==> config.mk <==
export PLATFORM = sky130hd
export DESIGN_NAME = time_adjust_ctrl_flat
export DESIGN_NICKNAME = d
export VERILOG_FILES = /design/src/rtl/time_adj_pkg.sv /design/src/rtl/time_adjust_ctrl_if.sv /design/src/rtl/btn_pulse_gen.sv /design/src/rtl/time_adjust_ctrl.sv /design/src/flat_wrapper.sv
export SDC_FILE = /design/constraint.sdc
export NUM_CORES = 1
export LEC_CHECK = 0
export CAP_MARGIN = 20
export CORE_MARGIN = 3
export CORE_UTILIZATION = 41
export CTS_CLUSTER_SIZE = 8
export DETAILED_ROUTE_END_ITERATION = 12
export PLACE_DENSITY = 0.68
export SETUP_SLACK_MARGIN = 0.02
export SLEW_MARGIN = 20
export SYNTH_ARGS = -nofsm -noshare
export SYNTH_HDL_FRONTEND = slang
export SYNTH_SLANG_ARGS = --single-unit
==> constraint.sdc <==
create_clock -name clk -period 1.7 [get_ports clk]
set_clock_uncertainty 0.05 [all_clocks]
set_input_delay 0.255 -clock clk [delete_from_list [all_inputs] [get_ports clk]]
set_output_delay 0.255 -clock clk [all_outputs]
set_load 0.005 [all_outputs]
==> src/rtl/time_adj_pkg.sv <==
// time_adj_pkg: shared state, field index and direction constants for the time-adjust controller
package time_adj_pkg;
    typedef enum logic {CLOCK = 1'b0, ADJUST = 1'b1} state_t;
    localparam int F_CLK_MIN = 0;
    localparam int F_CLK_HR  = 1;
    localparam int F_ALM_MIN = 2;
    localparam int F_ALM_HR  = 3;
    localparam logic DIR_UP   = 1'b0;
    localparam logic DIR_DOWN = 1'b1;
endpackage

==> src/rtl/time_adjust_ctrl_if.sv <==
// time_adjust_ctrl_if: front-panel button levels in, counter controls out
interface time_adjust_ctrl_if #(
    parameter int N_FIELDS = 4,
    parameter int SEL_W    = 2
);
    logic                rep_tick;
    logic                btn_c;
    logic                btn_u;
    logic                btn_d;
    logic                btn_l;
    logic                btn_r;
    logic                adj_mode;
    logic [SEL_W-1:0]    field_sel;
    logic [N_FIELDS-1:0] cnt_en;
    logic                up_down;
    logic                clk_run;
    modport master (
        output rep_tick, btn_c, btn_u, btn_d, btn_l, btn_r,
        input  adj_mode, field_sel, cnt_en, up_down, clk_run
    );
    modport slave (
        input  rep_tick, btn_c, btn_u, btn_d, btn_l, btn_r,
        output adj_mode, field_sel, cnt_en, up_down, clk_run
    );
endinterface

==> src/rtl/btn_pulse_gen.sv <==
// btn_pulse_gen: press-edge and auto-repeat pulse generation for the up/down button pair
module btn_pulse_gen
    import time_adj_pkg::*;
#(
    parameter int REPEAT_DLY = 8,
    parameter int CNT_W      = 6
) (
    input  logic clk,
    input  logic rst,
    input  logic rep_tick_i,
    input  logic btn_u_i,
    input  logic btn_d_i,
    input  logic en_i,
    output logic pulse_o,
    output logic dir_o
);
    logic [1:0]       rel_q;
    logic [CNT_W-1:0] rep_q, rep_d;
    logic             hold, rise, rpt;
    // released-history starts at 0 so a button held through reset needs a fresh press
    always_ff @(posedge clk or posedge rst) begin
        if (rst) begin
            rel_q <= '0;
            rep_q <= '0;
        end else begin
            rel_q <= {~btn_u_i, ~btn_d_i};
            rep_q <= rep_d;
        end
    end
    // exactly one of U/D held qualifies; repeat fires on ticks once the delay is reached
    always_comb begin
        hold    = en_i & (btn_u_i ^ btn_d_i);
        rise    = btn_u_i ? rel_q[1] : rel_q[0];
        rpt     = hold & rep_tick_i & (rep_q == CNT_W'(REPEAT_DLY));
        rep_d   = ~hold ? '0 : (rep_tick_i & ~rpt) ? rep_q + 1'b1 : rep_q;
        pulse_o = hold & (rise | rpt);
        dir_o   = btn_u_i ? DIR_UP : DIR_DOWN;
    end
endmodule

==> src/rtl/time_adjust_ctrl.sv <==
// time_adjust_ctrl: mode FSM, field select and idle timeout driving the time/alarm counters
module time_adjust_ctrl
    import time_adj_pkg::*;
#(
    parameter int N_FIELDS   = 4,
    parameter int SEL_W      = 2,
    parameter int REPEAT_DLY = 8,
    parameter int TIMEOUT    = 32,
    parameter int CNT_W      = 6
) (
    input  logic                 clk,
    input  logic                 rst,
    time_adjust_ctrl_if.slave    io
);
    state_t              state_q, state_d;
    logic [2:0]          rel_q;
    logic [CNT_W-1:0]    idle_q, idle_d;
    logic [SEL_W-1:0]    field_q, field_d;
    logic [N_FIELDS-1:0] cnt_en_q, cnt_en_d;
    logic                adj_q, adj_d, ud_q, ud_d, run_q, run_d;
    logic                rise_c, rise_l, rise_r, any_btn, timeout, sub_en, pulse, dir;

    assign rise_c  = io.btn_c & rel_q[2];
    assign rise_l  = io.btn_l & rel_q[1];
    assign rise_r  = io.btn_r & rel_q[0];
    assign any_btn = io.btn_c | io.btn_u | io.btn_d | io.btn_l | io.btn_r;
    assign timeout = (state_q == ADJUST) & ~any_btn & io.rep_tick & (idle_q == CNT_W'(TIMEOUT - 1));
    assign sub_en  = (state_q == ADJUST) & ~(rise_c | rise_l | rise_r);

    btn_pulse_gen #(
        .REPEAT_DLY (REPEAT_DLY),
        .CNT_W      (CNT_W)
    ) u_ud (
        .clk        (clk),
        .rst        (rst),
        .rep_tick_i (io.rep_tick),
        .btn_u_i    (io.btn_u),
        .btn_d_i    (io.btn_d),
        .en_i       (sub_en),
        .pulse_o    (pulse),
        .dir_o      (dir)
    );

    // mode state register
    always_ff @(posedge clk or posedge rst) begin
        if (rst) state_q <= CLOCK;
        else     state_q <= state_d;
    end
    // centre press toggles mode; an idle timeout also drops back to CLOCK
    always_comb begin
        state_d = (state_q == CLOCK) ? (rise_c ? ADJUST : CLOCK) : ((rise_c | timeout) ? CLOCK : ADJUST);
    end
    // next values of field, idle counter and all registered outputs
    always_comb begin
        field_d  = (state_q != ADJUST || state_d != ADJUST) ? SEL_W'(F_CLK_MIN)
                 : (rise_l & ~rise_r) ? ((field_q == '0) ? SEL_W'(N_FIELDS - 1) : field_q - 1'b1)
                 : (rise_r & ~rise_l) ? ((field_q == SEL_W'(N_FIELDS - 1)) ? '0 : field_q + 1'b1)
                 : field_q;
        idle_d   = (state_q != ADJUST || any_btn || timeout) ? '0 : io.rep_tick ? idle_q + 1'b1 : idle_q;
        cnt_en_d = pulse ? N_FIELDS'(1) << field_q : '0;
        ud_d     = pulse ? dir : ud_q;
        adj_d    = (state_d == ADJUST);
        run_d    = ~(adj_d & (field_d <= SEL_W'(F_CLK_HR)));
    end
    // edge history, counters and output registers
    always_ff @(posedge clk or posedge rst) begin
        if (rst) begin
            rel_q    <= '0;
            idle_q   <= '0;
            field_q  <= '0;
            cnt_en_q <= '0;
            adj_q    <= 1'b0;
            ud_q     <= 1'b0;
            run_q    <= 1'b1;
        end else begin
            rel_q    <= {~io.btn_c, ~io.btn_l, ~io.btn_r};
            idle_q   <= idle_d;
            field_q  <= field_d;
            cnt_en_q <= cnt_en_d;
            adj_q    <= adj_d;
            ud_q     <= ud_d;
            run_q    <= run_d;
        end
    end

    assign io.adj_mode  = adj_q;
    assign io.field_sel = field_q;
    assign io.cnt_en    = cnt_en_q;
    assign io.up_down   = ud_q;
    assign io.clk_run   = run_q;
endmodule

==> src/flat_wrapper.sv <==
// flat-port wrapper written by rule: the top's interface ports become plain ports
module time_adjust_ctrl_flat import time_adj_pkg::*;
#(
    parameter int N_FIELDS   = 4,
    parameter int SEL_W      = 2,
    parameter int REPEAT_DLY = 8,
    parameter int TIMEOUT    = 32,
    parameter int CNT_W      = 6
)
  (clk, rst, io_rep_tick, io_btn_c, io_btn_u, io_btn_d, io_btn_l, io_btn_r, io_adj_mode, io_field_sel, io_cnt_en, io_up_down, io_clk_run);
  time_adjust_ctrl_if #(.N_FIELDS(N_FIELDS), .SEL_W(SEL_W)) io_i ();
  input  logic clk;
  input  logic rst;
  input wire logic [$bits(io_i.rep_tick)-1:0] io_rep_tick;
  input wire logic [$bits(io_i.btn_c)-1:0] io_btn_c;
  input wire logic [$bits(io_i.btn_u)-1:0] io_btn_u;
  input wire logic [$bits(io_i.btn_d)-1:0] io_btn_d;
  input wire logic [$bits(io_i.btn_l)-1:0] io_btn_l;
  input wire logic [$bits(io_i.btn_r)-1:0] io_btn_r;
  output wire logic [$bits(io_i.adj_mode)-1:0] io_adj_mode;
  output wire logic [$bits(io_i.field_sel)-1:0] io_field_sel;
  output wire logic [$bits(io_i.cnt_en)-1:0] io_cnt_en;
  output wire logic [$bits(io_i.up_down)-1:0] io_up_down;
  output wire logic [$bits(io_i.clk_run)-1:0] io_clk_run;
  assign io_i.rep_tick = io_rep_tick;
  assign io_i.btn_c = io_btn_c;
  assign io_i.btn_u = io_btn_u;
  assign io_i.btn_d = io_btn_d;
  assign io_i.btn_l = io_btn_l;
  assign io_i.btn_r = io_btn_r;
  assign io_adj_mode = io_i.adj_mode;
  assign io_field_sel = io_i.field_sel;
  assign io_cnt_en = io_i.cnt_en;
  assign io_up_down = io_i.up_down;
  assign io_clk_run = io_i.clk_run;
  time_adjust_ctrl #(.N_FIELDS(N_FIELDS), .SEL_W(SEL_W), .REPEAT_DLY(REPEAT_DLY), .TIMEOUT(TIMEOUT), .CNT_W(CNT_W)) u_core (.clk(clk), .rst(rst), .io(io_i));
endmodule
[After elaboration in Yosys (flattened, before gate mapping)]
Index checks and enable logic that the tools add are counted.
Operators by class
  equality and inequality tests: 4
  reduce and logical (&&, ||, !) cells: 5
  shift operators: 1
  order comparisons: 1
  bitwise operators: 37
  muxes and demuxes: 15
  $add $sub $neg: 4
Operators with widths (number)
  $mux W6: 4
  $and A1 B1 Y1: 15
  $not A1 Y1: 13
  $add A6 B1 Y6 const B: 2
  $mux W2: 5
  $or A1 B1 Y1: 8
  $eq A6 B4 Y1 const B: 1
  $eq A6 B5 Y1 const B: 1
  $mux W1: 5
  $mux W4: 1
  $shl A1 B2 Y4 const A: 1
  $logic_or A1 B1 Y1: 3
  $add A2 B1 Y2 const B: 1
  $eq A2 B2 Y1 const B: 1
  $le A2 B1 Y1 const B: 1
  $logic_not A2 Y1: 1
  $ne A2 B1 Y1 const B: 1
  $reduce_bool A2 Y1: 1
  $sub A2 B1 Y2 const B: 1
  $xor A1 B1 Y1: 1
Word-level totals
  input port bits: 8
  register bits: 26

[Depth between registers and ports, before layout]
  depth after elaboration: 17
  gate-level depth with buffers: 6

[Cells and area by module]
A second synthesis with hierarchy kept.
Unflattened totals
  cells, all modules: 118
  area, all modules: 1265.0 um^2
Modules (own cells, without submodules)
  time_adjust_ctrl: area an instance 840.8 um^2, times used 1, cells an instance 76
  btn_pulse_gen: area an instance 424.2 um^2, times used 1, cells an instance 42

[Worst setup path before layout]
OpenSTA, ideal clock, no wires.
  path type: register to register
  start point: register u_core.u_ud.rep_q[0]
  end point: register u_core.ud_q (netlist: u_core.io.up_down)
  setup slack: 78 ps
  stages on the path, launching flop included: 7
  required time: 1522 ps
  arrival: 1445 ps
  library setup time: 128 ps
  period minus slack after synthesis: 1622 ps
  path through: dfrtp_1 > inv_1 > ha_1 > nor4b_2 > nand3_1 > a21oi_2 > mux2_1
On the way
  word-level cells in the longest chain between the ends: 4
RTL lines
  from (decl): line btn_pulse_gen.sv:18  | logic [CNT_W-1:0] rep_q, rep_d;
  from (signal assigned): line btn_pulse_gen.sv:27  | rep_q <= rep_d;
  $eq A6 B4 Y1: line btn_pulse_gen.sv:34  | rpt = hold & rep_tick_i & (rep_q == CNT_W'(REPEAT_DLY));
  $and A1 B1 Y1: line btn_pulse_gen.sv:34
  $or A1 B1 Y1: line btn_pulse_gen.sv:36  | pulse_o = hold & (rise | rpt);
  $and A1 B1 Y1: line btn_pulse_gen.sv:36
  to (signal assigned): line time_adjust_ctrl.sv:81  | ud_q <= ud_d;
  to (decl): line time_adjust_ctrl.sv:20  | logic adj_q, adj_d, ud_q, ud_d, run_q, run_d;
No other way between the ends.
A chain may end at the register's enable or synchronous reset.

[Final worst setup path]
Same ends and word-level chain as after synthesis.

==> impl_metrics.py <==
metrics = {
    "outcome": {
        "status": "complete, no violations",
    },
    "floorplanning": {
        "io_pins": 17,
        "die_h_um": 61.4,
        "fp.dieW_um": 61.4,
        "rows": 19,
        "die_area_mm2": 0.00376,
        "core_area_mm2": 0.00283,
        "initial_core_util_pct": 44.4,
    },
    "global_routing": {
        "grt_pass1_wl_um": 4150,
        "grt_max_degree": 27,
        "track_usage_pct": 15.0,
        "antenna_found_initial": 0,
        "grt-ovfl-total": 0,
        "grt_pass1_vias": 938,
    },
    "synth": {
        "synthCells": 115,
        "yosys_warnings": 0,
        "synth_seq_cells": 26,
        "syn_nets": 130,
        "syn_area_mm2": 0.00126,
        "seq_area_frac_synth_pct": 51.9,
        "synth_cell_types": 33,
        "post_synth.cell_area_avg_um2": 10.9,
    },
    "sta": {
        "setup_violations": 0,
        "timing.final.crit_share_pct": 95.2,
        "rsz0062_at_grt": "true",
        "fmaxAchievable_mhz": 618,
        "hold_viol": 0,
        "max_slew.worst_pin.slew_ns": 0.323,
        "slew_headroom_pct": 78.5,
        "holdWs_ns": 0.220,
        "maxSlewViolCount": 0,
        "min_period_ns": 1.62,
        "tns_ns": 0,
    },
    "route": {
        "avgViaCountPerCell": 5.26,
        "wl_per_cell_um": 12.9,
        "vias": 937,
        "wirelength_um": 2310,
        "drt_pass1_iterations": 4,
        "drc_errors": 0,
        "drt_iter0_drc": 39,
        "antenna_left": 0,
    },
    "pwr": {
        "switching_share_pct": 25.5,
        "power_switching_w": 0.000299,
        "intPower_w": 0.000874,
        "clockPowerShare_pct": 23.0,
        "p_seq_share_pct": 58.0,
        "comb_power_share_pct": 18.9,
        "power_density_mw_per_mm2": 737,
        "p_leak_nw": 0.731,
        "ir_drop_uv": 453,
    },
    "clock_network": {
        "root_buffer": "clkbuf_4",
        "cts_inserted_buffers": 3,
        "clk_latency_ns": 0.31,
        "clkTransAtPathRegs_ns": 0.14,
        "clock_path_buffers": 2,
        "cts_tree": "done",
        "cts_hold_buf": 0,
        "clock-sinks": 26,
        "cts.htree.levels": 1,
    },
    "final_layout": {
        "syn2layout_area_growth_pct": 26.8,
        "fin_cells": 178,
        "nFillCells": 254,
        "multi_input_area_um2": 573,
        "final_area_mm2": 0.00159,
        "layout_commonest_cell": "dfrtp_1",
        "diodes": 0,
        "drive_gt1_share_pct": 19.7,
        "final_nets": 163,
        "seq_area_um2": 653,
        "final_cell_mix": "dfrtp_1, clkdlybuf4s50_1, nor2_1, buf_4, inv_1",
        "utilization_pct": 56.3,
    },
    "setup_path": {
        "crit_type": "flip-flop to flip-flop",
        "ff2ff_setup_slack_ns": 0.08,
        "crit_start": "u_core.u_ud.rep_q[0]",
        "cpMaxStageDelayCell": "dfrtp_1",
        "r2r_start": "u_core.u_ud.rep_q[0]",
        "worstPathMaxFanout": 3,
        "slowest_delay_ns": 0.40,
        "arrival_ns": 1.78,
        "start_kind": "flip-flop",
        "cp-end-kind": "flip-flop",
        "path_cells": "inv_1, ha_1, nor4b_4, nand3_2, a21oi_2, mux2_4",
        "worstPathRequired_ns": 1.87,
    },
    "placement": {
        "routabilityCongestion": 0.856,
        "io_buffers": 16,
        "postPlaceCellArea_mm2": 0.00154,
        "dp_cells": 173,
        "dp_hpwl_um": 1730,
    },
    "run": {
        "cap_viol_max_count": 0,
    },
    "worst_hold_path": {
        "hp-class": "input port to asynchronous set/reset pin",
    },
}
==> power by group through the flow <==
stage	Clock (W)	Combinational (W)	Sequential (W)
3_3_place_gp	0	0.000209	0.000690
3_5_place_dp	0	0.000213	0.000692
4_1_cts	0.000278	0.000216	0.000680
2_1_floorplan	0	0.0000969	0.000691
6_report	0.000270	0.000222	0.000681
5_1_grt	0.000307	0.000246	0.000687
==> critical path: cells and delay by family, from the launching register on <==
family / cells / cell delay [ns]
buffers and inverters: 1 / 0.06
flip-flops: 1 / 0.40
AND/OR/NAND/NOR: 2 / 0.37
multiplexers: 1 / 0.31
adder cells (fa/ha/maj): 1 / 0.14
AO/OA/AOI/OAI: 1 / 0.19
==> Yosys cell counts <==
cell type | n | share of area (%)
or3b_1 | 1 | 0.70
nand3_1 | 5 | 2.0
a32oi_1 | 1 | 0.70
nor2_1 | 13 | 3.9
and2_1 | 4 | 2.0
a21oi_1 | 5 | 2.0
xnor2_1 | 4 | 2.8
xor2_1 | 5 | 3.5
o21ai_0 | 3 | 1.2
nand4_2 | 2 | 2.0
mux2_1 | 1 | 0.90
inv_1 | 11 | 3.3
or3_1 | 1 | 0.50
a311oi_1 | 1 | 0.70
or3b_4 | 1 | 0.90
dfrtp_1 | 25 | 50
nand2_1 | 5 | 1.5
mux2i_1 | 3 | 2.4
a21o_1 | 1 | 0.60
nand4_1 | 2 | 1.0
nor4b_2 | 1 | 1.2
o21a_1 | 1 | 0.60
a31o_2 | 2 | 1.4
o21ai_2 | 1 | 0.70
ha_1 | 7 | 7.0
a31oi_1 | 2 | 1.0
a211oi_1 | 1 | 0.60
nor4_1 | 1 | 0.50
a21oi_2 | 1 | 0.70
buf_4 | 1 | 0.60
nand2b_1 | 1 | 0.50
dfstp_2 | 1 | 2.1
a21boi_2 | 1 | 0.90
==> metal layers <==
layer  wire length (µm)  track usage [%]
met5                  0                0
met4                 36             6.36
met3                 85             2.52
met2               1100             25.2
met1               1080             19.2
==> through the flow <==
stage	power (W)	worst slack, ns
3_3_place_gp	0.000899	-0.0836
5_1_grt	0.00124	-0.00579
4_1_cts	0.00117	0.0349
2_1_floorplan	0.000788	0.0776
3_5_place_dp	0.000905	-0.135
6_report	0.00117	0.0819
==> flip-flops by register name, summed over array words and instances (netlist names) <==
register / flops
u_core.idle_q: 6
u_core.u_ud.rep_q: 6
u_core.io.cnt_en: 4
u_core.rel_q: 3
u_core.io.field_sel: 2
u_core.u_ud.rel_q: 2
u_core.io.clk_run: 1
u_core.io.up_down: 1
u_core.state_q: 1
==> path summary, 6_finish.rpt <==
kind / to / cells after the start
worst max-delay path: u_core.io.up_down / 6
worst min-delay path: u_core.idle_q[0] / 3
worst max register to register: u_core.io.up_down / 6
worst min register to register: u_core.io.up_down / 1
max in group asynchronous: u_core.io.clk_run / 3
min in group clk: u_core.u_ud.rel_q[0] / 2
==> area by class of cell <==
cell class	count	share of cell area, %
multi-input combinational	77	36.0
inverter	11	2.59
clock buffer	4	1.65
timing repair buffer	29	16.3
tap	31	2.44
sequential	26	41.0
==> cells by family after synthesis <==
group / Yosys count / synth area share (%)
xor gates and xnor gates: 9 / 6.27
muxes: 4 / 3.29
buffers and inverters: 12 / 3.88
and+or+nand+nor: 37 / 16.6
DFF: 26 / 51.9
adders and majority gates: 7 / 6.97
AOI/OAI and AO/OA: 20 / 11.1
==> timing repair <==
item                                    4_1_cts  5_1_grt
pin swaps                                     0        2
endpoints found under the setup margin        1        4
setup buffers                                 0        1
gates resized for setup                       1        4
(Power assumes the default switching activity.)
